$ cat config.mk
export PLATFORM = sky130hd
export DESIGN_NAME = mc_control_ws
export DESIGN_NICKNAME = d
export VERILOG_FILES = /design/src/rtl/mc_ctrl_pkg.sv /design/src/rtl/mc_wait_timer.sv /design/src/rtl/mc_control_ws.sv
export SDC_FILE = /design/constraint.sdc
export NUM_CORES = 1
export LEC_CHECK = 0
export CORE_UTILIZATION = 42
export CTS_CLUSTER_DIAMETER = 80
export DETAILED_ROUTE_END_ITERATION = 12
export PLACE_DENSITY = 0.82
export SYNTH_ARGS = -nofsm -noshare
export SYNTH_HDL_FRONTEND = slang
export SYNTH_HIERARCHICAL = 1
export SYNTH_SLANG_ARGS = --single-unit
$ cat constraint.sdc
create_clock -name clk -period 2.6 [get_ports clk]
set_clock_uncertainty 0.05 [all_clocks]
set_input_delay 0.26 -clock clk [delete_from_list [all_inputs] [get_ports clk]]
set_output_delay 0.26 -clock clk [all_outputs]
set_load 0.01 [all_outputs]
$ cat src/rtl/mc_ctrl_pkg.sv
// Package: mc_ctrl_pkg
// Purpose: Shared constants for the multicycle main-control FSM with memory
//          wait-states: state encodings, opcodes, datapath mux codes and
//          fault codes.
// Ports:   none (package).
package mc_ctrl_pkg;

  typedef enum logic [3:0] {
    ST_FETCH  = 4'd0,
    ST_DECODE = 4'd1,
    ST_MEMADR = 4'd2,
    ST_MEMRD  = 4'd3,
    ST_MEMWB  = 4'd4,
    ST_MEMWR  = 4'd5,
    ST_RTYPE  = 4'd6,
    ST_RWB    = 4'd7,
    ST_BEQ    = 4'd8,
    ST_BNE    = 4'd9,
    ST_JUMP   = 4'd10,
    ST_IMMEX  = 4'd11,
    ST_IMMWB  = 4'd12,
    ST_JAL    = 4'd13,
    ST_FAULT  = 4'd15
  } state_e;

  localparam logic [5:0] OP_R    = 6'h00;
  localparam logic [5:0] OP_J    = 6'h02;
  localparam logic [5:0] OP_JAL  = 6'h03;
  localparam logic [5:0] OP_BEQ  = 6'h04;
  localparam logic [5:0] OP_BNE  = 6'h05;
  localparam logic [5:0] OP_ADDI = 6'h08;
  localparam logic [5:0] OP_SLTI = 6'h0A;
  localparam logic [5:0] OP_ANDI = 6'h0C;
  localparam logic [5:0] OP_ORI  = 6'h0D;
  localparam logic [5:0] OP_LW   = 6'h23;
  localparam logic [5:0] OP_SW   = 6'h2B;

  localparam logic [1:0] ALU_ADD   = 2'b00;
  localparam logic [1:0] ALU_SUB   = 2'b01;
  localparam logic [1:0] ALU_FUNCT = 2'b10;
  localparam logic [1:0] ALU_IMM   = 2'b11;

  localparam logic [1:0] PCS_ALU_RESULT = 2'b00;
  localparam logic [1:0] PCS_ALU_OUT    = 2'b01;
  localparam logic [1:0] PCS_JUMP       = 2'b10;

  localparam logic [1:0] RDST_RT  = 2'b00;
  localparam logic [1:0] RDST_RD  = 2'b01;
  localparam logic [1:0] RDST_R31 = 2'b10;

  localparam logic [1:0] M2R_ALU = 2'b00;
  localparam logic [1:0] M2R_MDR = 2'b01;
  localparam logic [1:0] M2R_PC  = 2'b10;

  localparam logic [1:0] SRCB_RT      = 2'b00;
  localparam logic [1:0] SRCB_FOUR    = 2'b01;
  localparam logic [1:0] SRCB_IMM     = 2'b10;
  localparam logic [1:0] SRCB_IMM_SH2 = 2'b11;

  localparam logic [1:0] FC_NONE    = 2'b00;
  localparam logic [1:0] FC_ILLEGAL = 2'b01;
  localparam logic [1:0] FC_TIMEOUT = 2'b10;

  // States in which the FSM waits on mem_ready and the timeout runs.
  function automatic logic is_wait_state(input state_e s);
    return (s == ST_FETCH) || (s == ST_MEMRD) || (s == ST_MEMWR);
  endfunction

endpackage

$ cat src/rtl/mc_wait_timer.sv
// Module: mc_wait_timer
// Purpose: Bounded memory-wait counter. Counts cycles with tick high and
//          flags expiry on the cycle that would be the MEM_TIMEOUT-th wait.
//          MEM_TIMEOUT=0 disables expiry entirely.
// Ports:
//   clk     in  system clock
//   reset   in  async active-high, clears the count
//   clr     in  synchronous clear (has priority over tick)
//   tick    in  one wait cycle elapsed
//   expired out combinational: count at MEM_TIMEOUT-1 and tick this cycle
module mc_wait_timer #(
  parameter int unsigned MEM_TIMEOUT = 16
) (
  input  logic clk,
  input  logic reset,
  input  logic clr,
  input  logic tick,
  output logic expired
);

  localparam int unsigned CW = (MEM_TIMEOUT > 1) ? $clog2(MEM_TIMEOUT) : 1;
  localparam logic [CW-1:0] LAST = (MEM_TIMEOUT == 0) ? '0 : CW'(MEM_TIMEOUT - 1);

  logic [CW-1:0] cnt_q, cnt_d;

  // Saturate at LAST so a disabled timer never wraps.
  always_comb begin
    cnt_d = cnt_q;
    if (clr) begin
      cnt_d = '0;
    end else if (tick && (cnt_q != LAST)) begin
      cnt_d = cnt_q + 1'b1;
    end
  end

  always_ff @(posedge clk or posedge reset) begin
    if (reset) begin
      cnt_q <= '0;
    end else begin
      cnt_q <= cnt_d;
    end
  end

  assign expired = (MEM_TIMEOUT != 0) && tick && !clr && (cnt_q == LAST);

endmodule

$ cat src/rtl/mc_control_ws.sv
// Module: mc_control_ws
// Purpose: Multicycle MIPS main-control FSM with memory wait-states, bne,
//          immediate ALU ops, optional jal, wait timeout and sticky FAULT.
// Ports:
//   clk, reset (async active-high)       clocking / reset to FETCH
//   op_code[5:0], mem_ready              IR opcode, memory handshake
//   pc_write, pc_write_cond(_ne), pc_source[1:0]      PC control
//   io_d, mem_read, mem_write, ir_write               memory / IR control
//   reg_write, reg_dst[1:0], mem_to_reg[1:0]          register-file control
//   alu_src_a, alu_src_b[1:0], alu_op[1:0]            ALU control
//   state[3:0], fault, fault_code[1:0]                status
//
// state  | meaning
// FETCH  | read instruction at PC, PC+4; waits for mem_ready
// DECODE | branch target into ALUOut, dispatch on opcode
// MEMADR | base + sext imm address for lw/sw
// MEMRD  | data read; waits for mem_ready
// MEMWB  | MDR to rt
// MEMWR  | data write; waits for mem_ready
// RTYPE  | rs op rt
// RWB    | ALUOut to rd
// BEQ    | PC load if equal
// BNE    | PC load if not equal
// JUMP   | PC load jump target
// IMMEX  | rs op sext imm
// IMMWB  | ALUOut to rt
// JAL    | PC load jump target, old PC+4 to r31
// FAULT  | all strobes idle until reset
module mc_control_ws
  import mc_ctrl_pkg::*;
#(
  parameter int unsigned MEM_TIMEOUT = 16,
  parameter bit          EN_JAL      = 1'b1
) (
  input  logic       clk,
  input  logic       reset,
  input  logic [5:0] op_code,
  input  logic       mem_ready,
  output logic       pc_write,
  output logic       pc_write_cond,
  output logic       pc_write_cond_ne,
  output logic [1:0] pc_source,
  output logic       io_d,
  output logic       mem_read,
  output logic       mem_write,
  output logic       ir_write,
  output logic       reg_write,
  output logic [1:0] reg_dst,
  output logic [1:0] mem_to_reg,
  output logic       alu_src_a,
  output logic [1:0] alu_src_b,
  output logic [1:0] alu_op,
  output logic [3:0] state,
  output logic       fault,
  output logic [1:0] fault_code
);

  state_e     state_q, state_d;
  logic [1:0] fc_q, fc_d;
  logic       in_wait, tmo;

  logic pcw_raw, pcwc_raw, pcwne_raw, mrd_raw, mwr_raw, irw_raw, rw_raw;

  assign in_wait = is_wait_state(state_q);

  mc_wait_timer #(.MEM_TIMEOUT(MEM_TIMEOUT)) u_wait_timer (
    .clk     (clk),
    .reset   (reset),
    .clr     (!in_wait || mem_ready),
    .tick    (in_wait && !mem_ready),
    .expired (tmo)
  );

  always_ff @(posedge clk or posedge reset) begin
    if (reset) begin
      state_q <= ST_FETCH;
      fc_q    <= FC_NONE;
    end else begin
      state_q <= state_d;
      fc_q    <= fc_d;
    end
  end

  // Next state. mem_ready is tested before tmo so a completion in the
  // expiry cycle takes the normal path.
  always_comb begin
    state_d = state_q;
    fc_d    = fc_q;
    case (state_q)
      ST_FETCH: begin
        if (mem_ready) begin
          state_d = ST_DECODE;
        end else if (tmo) begin
          state_d = ST_FAULT;
          fc_d    = FC_TIMEOUT;
        end
      end
      ST_DECODE: begin
        case (op_code)
          OP_R:                            state_d = ST_RTYPE;
          OP_LW, OP_SW:                    state_d = ST_MEMADR;
          OP_BEQ:                          state_d = ST_BEQ;
          OP_BNE:                          state_d = ST_BNE;
          OP_J:                            state_d = ST_JUMP;
          OP_ADDI, OP_SLTI, OP_ANDI, OP_ORI: state_d = ST_IMMEX;
          OP_JAL: begin
            if (EN_JAL) begin
              state_d = ST_JAL;
            end else begin
              state_d = ST_FAULT;
              fc_d    = FC_ILLEGAL;
            end
          end
          default: begin
            state_d = ST_FAULT;
            fc_d    = FC_ILLEGAL;
          end
        endcase
      end
      ST_MEMADR: begin
        // Opcode changing under us after DECODE is treated as illegal.
        if (op_code == OP_LW) begin
          state_d = ST_MEMRD;
        end else if (op_code == OP_SW) begin
          state_d = ST_MEMWR;
        end else begin
          state_d = ST_FAULT;
          fc_d    = FC_ILLEGAL;
        end
      end
      ST_MEMRD: begin
        if (mem_ready) begin
          state_d = ST_MEMWB;
        end else if (tmo) begin
          state_d = ST_FAULT;
          fc_d    = FC_TIMEOUT;
        end
      end
      ST_MEMWR: begin
        if (mem_ready) begin
          state_d = ST_FETCH;
        end else if (tmo) begin
          state_d = ST_FAULT;
          fc_d    = FC_TIMEOUT;
        end
      end
      ST_RTYPE: state_d = ST_RWB;
      ST_IMMEX: state_d = ST_IMMWB;
      ST_MEMWB, ST_RWB, ST_BEQ, ST_BNE, ST_JUMP, ST_IMMWB, ST_JAL: state_d = ST_FETCH;
      ST_FAULT: state_d = ST_FAULT;
      default: begin
        state_d = ST_FAULT;
        fc_d    = FC_ILLEGAL;
      end
    endcase
  end

  // Moore decode of the datapath controls (FETCH ir/pc writes wait on mem_ready).
  always_comb begin
    pcw_raw    = 1'b0;
    pcwc_raw   = 1'b0;
    pcwne_raw  = 1'b0;
    mrd_raw    = 1'b0;
    mwr_raw    = 1'b0;
    irw_raw    = 1'b0;
    rw_raw     = 1'b0;
    pc_source  = PCS_ALU_RESULT;
    io_d       = 1'b0;
    reg_dst    = RDST_RT;
    mem_to_reg = M2R_ALU;
    alu_src_a  = 1'b0;
    alu_src_b  = SRCB_RT;
    alu_op     = ALU_ADD;
    case (state_q)
      ST_FETCH: begin
        mrd_raw   = 1'b1;
        alu_src_b = SRCB_FOUR;
        irw_raw   = mem_ready;
        pcw_raw   = mem_ready;
      end
      ST_DECODE: alu_src_b = SRCB_IMM_SH2;
      ST_MEMADR: begin
        alu_src_a = 1'b1;
        alu_src_b = SRCB_IMM;
      end
      ST_MEMRD: begin
        mrd_raw = 1'b1;
        io_d    = 1'b1;
      end
      ST_MEMWB: begin
        rw_raw     = 1'b1;
        mem_to_reg = M2R_MDR;
      end
      ST_MEMWR: begin
        mwr_raw = 1'b1;
        io_d    = 1'b1;
      end
      ST_RTYPE: begin
        alu_src_a = 1'b1;
        alu_op    = ALU_FUNCT;
      end
      ST_RWB: begin
        rw_raw  = 1'b1;
        reg_dst = RDST_RD;
      end
      ST_BEQ, ST_BNE: begin
        alu_src_a = 1'b1;
        alu_op    = ALU_SUB;
        pc_source = PCS_ALU_OUT;
        pcwc_raw  = (state_q == ST_BEQ);
        pcwne_raw = (state_q == ST_BNE);
      end
      ST_JUMP: begin
        pcw_raw   = 1'b1;
        pc_source = PCS_JUMP;
      end
      ST_IMMEX: begin
        alu_src_a = 1'b1;
        alu_src_b = SRCB_IMM;
        alu_op    = ALU_IMM;
      end
      ST_IMMWB: rw_raw = 1'b1;
      ST_JAL: begin
        // PC still holds PC+4 this cycle, so r31 gets the return address.
        pcw_raw    = 1'b1;
        pc_source  = PCS_JUMP;
        rw_raw     = 1'b1;
        reg_dst    = RDST_R31;
        mem_to_reg = M2R_PC;
      end
      default: ;
    endcase
  end

  // Reset holds state at FETCH, whose decode would otherwise request a read.
  assign pc_write         = pcw_raw   & ~reset;
  assign pc_write_cond    = pcwc_raw  & ~reset;
  assign pc_write_cond_ne = pcwne_raw & ~reset;
  assign mem_read         = mrd_raw   & ~reset;
  assign mem_write        = mwr_raw   & ~reset;
  assign ir_write         = irw_raw   & ~reset;
  assign reg_write        = rw_raw    & ~reset;

  assign state      = state_q;
  assign fault      = (state_q == ST_FAULT);
  assign fault_code = fc_q;

endmodule
==> results <==
-- sequential cells by signal (all words and copies together), names as in the netlist --
register and count:
u_wait_timer/cnt_q 4, state 4, fault_code 2
-- worst max-delay path: cells and delay by family (launching register included) --
| kind | cells | cell delay (ns) |
|---|---|---|
| buffers and inverters | 2 | 0.68 |
| flip-flops | 1 | 0.47 |
| AO/OA/AOI/OAI | 2 | 0.37 |
| AND/OR/NAND/NOR | 2 | 0.32 |
-- Yosys cell counts (3+ instances only) --
library cell / count / share of area, %
nor2_1: 19 / 6.5
nand2_1: 12 / 4.1
nor3_1: 11 / 5.0
dfrtp_1: 10 / 23
nand2b_1: 8 / 4.5
inv_1: 7 / 2.4
a21oi_1: 6 / 2.7
buf_2: 6 / 2.7
nor2b_1: 5 / 2.8
and2_1: 4 / 2.3
buf_6: 4 / 4.1
mux2i_1: 3 / 2.7
nand3_1: 3 / 1.4
o21ai_0: 3 / 1.4
o21ai_1: 3 / 1.4
-- cell families after synthesis --
group                    count (synthesis)
AO/OA/AOI/OAI                           37
XOR/XNOR                                 2
adder cells (fa/ha/maj)                  1
buffers and inverters                   19
flip-flops                              10
multiplexers                             5
AND/OR/NAND/NOR                         75
-- worst max path at each step --
| stage | slack (ns) | depth (start not counted) | endpoint |
|---|---|---|---|
| global placement | 0.42 | 6 | pc_write |
| CTS | 0.08 | 6 | pc_write |
| finish | 0.17 | 6 | pc_write |
| floorplan | 0.14 | 9 | fault_code[0]$_DFFE_PP0P_ |
| global route | 0.04 | 6 | pc_write |
| detailed placement | 0.37 | 12 | state[2]$_DFF_PP0_ |
-- layer usage --
metal / part of all wire (%) / routed length [microns] / GRT usage, %
met2: 49 / 1450 / 39.2
met4: 1.4 / 40 / 7.89
met5: 0 / 0 / 0
met3: 2.1 / 61 / 1.72
met1: 47 / 1380 / 30.0
-- per-stage QoR --
stage	worst slack [ns]	hold slack (ns)	instances	total power, W
2_1_floorplan	0.136	-0.0239	149	0.000892
3_3_place_gp	0.421	0.427	211	0.00126
3_5_place_dp	0.372	0.447	211	0.00129
4_1_cts	0.0836	0.263	215	0.00143
5_1_grt	0.0387	0.271	215	0.00155
6_report	0.170	0.276	215	0.00143
-- where the power goes --
| part | total, W | internal (W) | switching (W) | leakage (nW) |
|---|---|---|---|---|
| combinational | 0.00104 | 0.000511 | 0.000531 | 0.441 |
| clock | 0.000143 | 0.0000851 | 0.0000576 | 0.0210 |
| sequential | 0.000250 | 0.000190 | 0.0000595 | 0.128 |
| total | 0.00143 | 0.000786 | 0.000648 | 0.590 |
-- layout by cell type, fill, tap and decap left out, types with 2 or more instances in the layout --
| master | instances |
|---|---|
| and3_1 | 2 |
| a31oi_1 | 2 |
| a211oi_1 | 2 |
| nand2b_1 | 8 |
| buf_4 | 9 |
| and2_1 | 4 |
| dfrtp_1 | 9 |
| nor2_1 | 19 |
| nand2_1 | 12 |
| clkdlybuf4s50_1 | 34 |
| o21bai_1 | 2 |
| nor2b_1 | 5 |
| o311ai_0 | 2 |
| clkbuf_4 | 3 |
| a21oi_1 | 6 |
| nand4_1 | 2 |
| nor3_2 | 2 |
| a21o_1 | 2 |
| o21ai_0 | 3 |
| nand3_1 | 3 |
| mux2i_1 | 3 |
| nor3_1 | 11 |
| inv_1 | 7 |
| a22o_1 | 2 |
| o21ai_1 | 3 |
-- final cells by class --
cell class | instances | share of cell area, %
inverters | 8 | 1.99
multi-input cells | 120 | 49.4
well taps | 30 | 2.49
repair buffers | 43 | 27.0
clock buffers | 4 | 2.40
flip-flops and latches | 10 | 16.7
==> flow_metrics.py <==
metrics = {
    "clock_network": {
        "cts_setup_buffers": 0,
        "post_cts_resized": 0,
        "cts_hold_buf": 0,
        "numCtsBuffers": 3,
        "cts_tree": "yes",
        "insertion_delay_ns": 0.27,
        "root_buffer": "clkbuf_4",
        "clock_path_buffers": 2,
        "path_clk_slew_ns": 0.07,
        "h-tree-depth": 1,
        "clock_sinks": 10,
    },
    "worst_hold_path": {
        "hold_path_class": "in -> async",
    },
    "cells_and_area": {
        "multiInputGateArea_sq_um": 746,
        "filler_cell_count": 244,
        "area_growth_pct": 36.6,
        "utilization_pct": 60.9,
        "final_nets": 196,
        "finalInstanceArea_sq_um": 1510,
        "antennaDiodeCount": 0,
        "seqCellArea_sq_um": 251,
        "drive_gt1_share_pct": 12.4,
    },
    "critical_path": {
        "critical_path.endpoint_type": "output pin",
        "critPathMaxFanout": 13,
        "reg2reg_slack_ns": 0.36,
        "cp-startpoint": "state[0]$_DFF_PP0_",
        "r2r-start": "state[2]$_DFF_PP0_",
        "worstSetupStartpointType": "flop",
        "cp_slowest_cell": "dfrtp_2",
        "required_ns": 2.29,
        "r2r_cells": 9,
        "worstPathCellList": "buf_4 -> nor2b_1 -> and2_1 -> o21a_1 -> a21o_1 -> clkdlybuf4s50_1",
        "arrival_ns": 2.12,
        "critPathMaxStageDelay_ns": 0.47,
        "crit-reg2reg-capture": "fault_code[0]$_DFFE_PP0P_",
        "path_class": "reg -> out",
    },
    "global_routing": {
        "grt_pass1_vias": 1093,
        "grt_usage_pct": 23.0,
        "overflow": 0,
        "grt_max_degree": 17,
        "grt_pass1_wl_mm": 4.82,
        "antenna_found_initial": 0,
    },
    "placement": {
        "placed_area_sq_um": 1470,
        "hpwlAfterDp_mm": 2.32,
        "gp_congestion": 0.905,
        "portBuffers": 34,
    },
    "die": {
        "dieArea_sq_um": 2840,
        "io_pins": 35,
        "core_sq_um": 2480,
        "die_w_microns": 53.3,
        "rows": 18,
        "initial_utilization_pct": 44.6,
        "die_h_microns": 53.3,
    },
    "detailed_routing": {
        "vias": 1234,
        "wirelength_mm": 2.93,
        "viasPerCell": 5.74,
        "drc_errors": 0,
        "dr.pass1.iters": 4,
        "ant_nets": 0,
        "wl_per_cell_microns": 13.6,
        "drtIter0Drc": 27,
    },
    "yosys": {
        "synth_cell_types": 51,
        "synth_edf_count": 0,
        "synth-seq-cells": 10,
        "async_reset_ff_share_pct": 100,
        "synth_top_family_by_area": "simple AND/OR/NAND/NOR gates",
        "synth_xor_area_share_pct": 1.59,
        "synth-compound-area-share_pct": 24.7,
        "synthCells": 149,
        "yosys.area_share.simple_pct": 35.3,
        "syn_area_per_cell_sq_um": 7.41,
        "netlist_area_sq_um": 1100,
        "syn-num-nets": 159,
        "synth_mux_area_share_pct": 4.76,
        "ys_warn_count": 6,
        "ys_seq_area_share_pct": 22.7,
        "synth_fa_ha_area_share_pct": 1.13,
        "synth_flop_cell": "dfrtp_1",
    },
    "pwr": {
        "leakage_nw": 0.590,
        "ir_drop_uv": 692,
        "p_per_area_nw_per_um2": 951,
    },
    "job": {
        "cap_viol_max_count": 0,
    },
    "sta": {
        "worstMarginPinSlew_ns": 0.535,
        "rsz0062_at_grt": "false",
        "maxSlewHeadroom_pct": 63.9,
        "max_freq_mhz": 412,
        "period_share_pct": 93.4,
        "final_max_slew_viol_count": 0,
        "finalCriticalPeriod_ns": 2.43,
        "fin_setup_tns_ns": 0,
        "final_hold_viol_count": 0,
        "setup_viol": 0,
    },
    "run_status": {
        "status": "completed",
    },
}
Power figures use the tool's default switching activity.
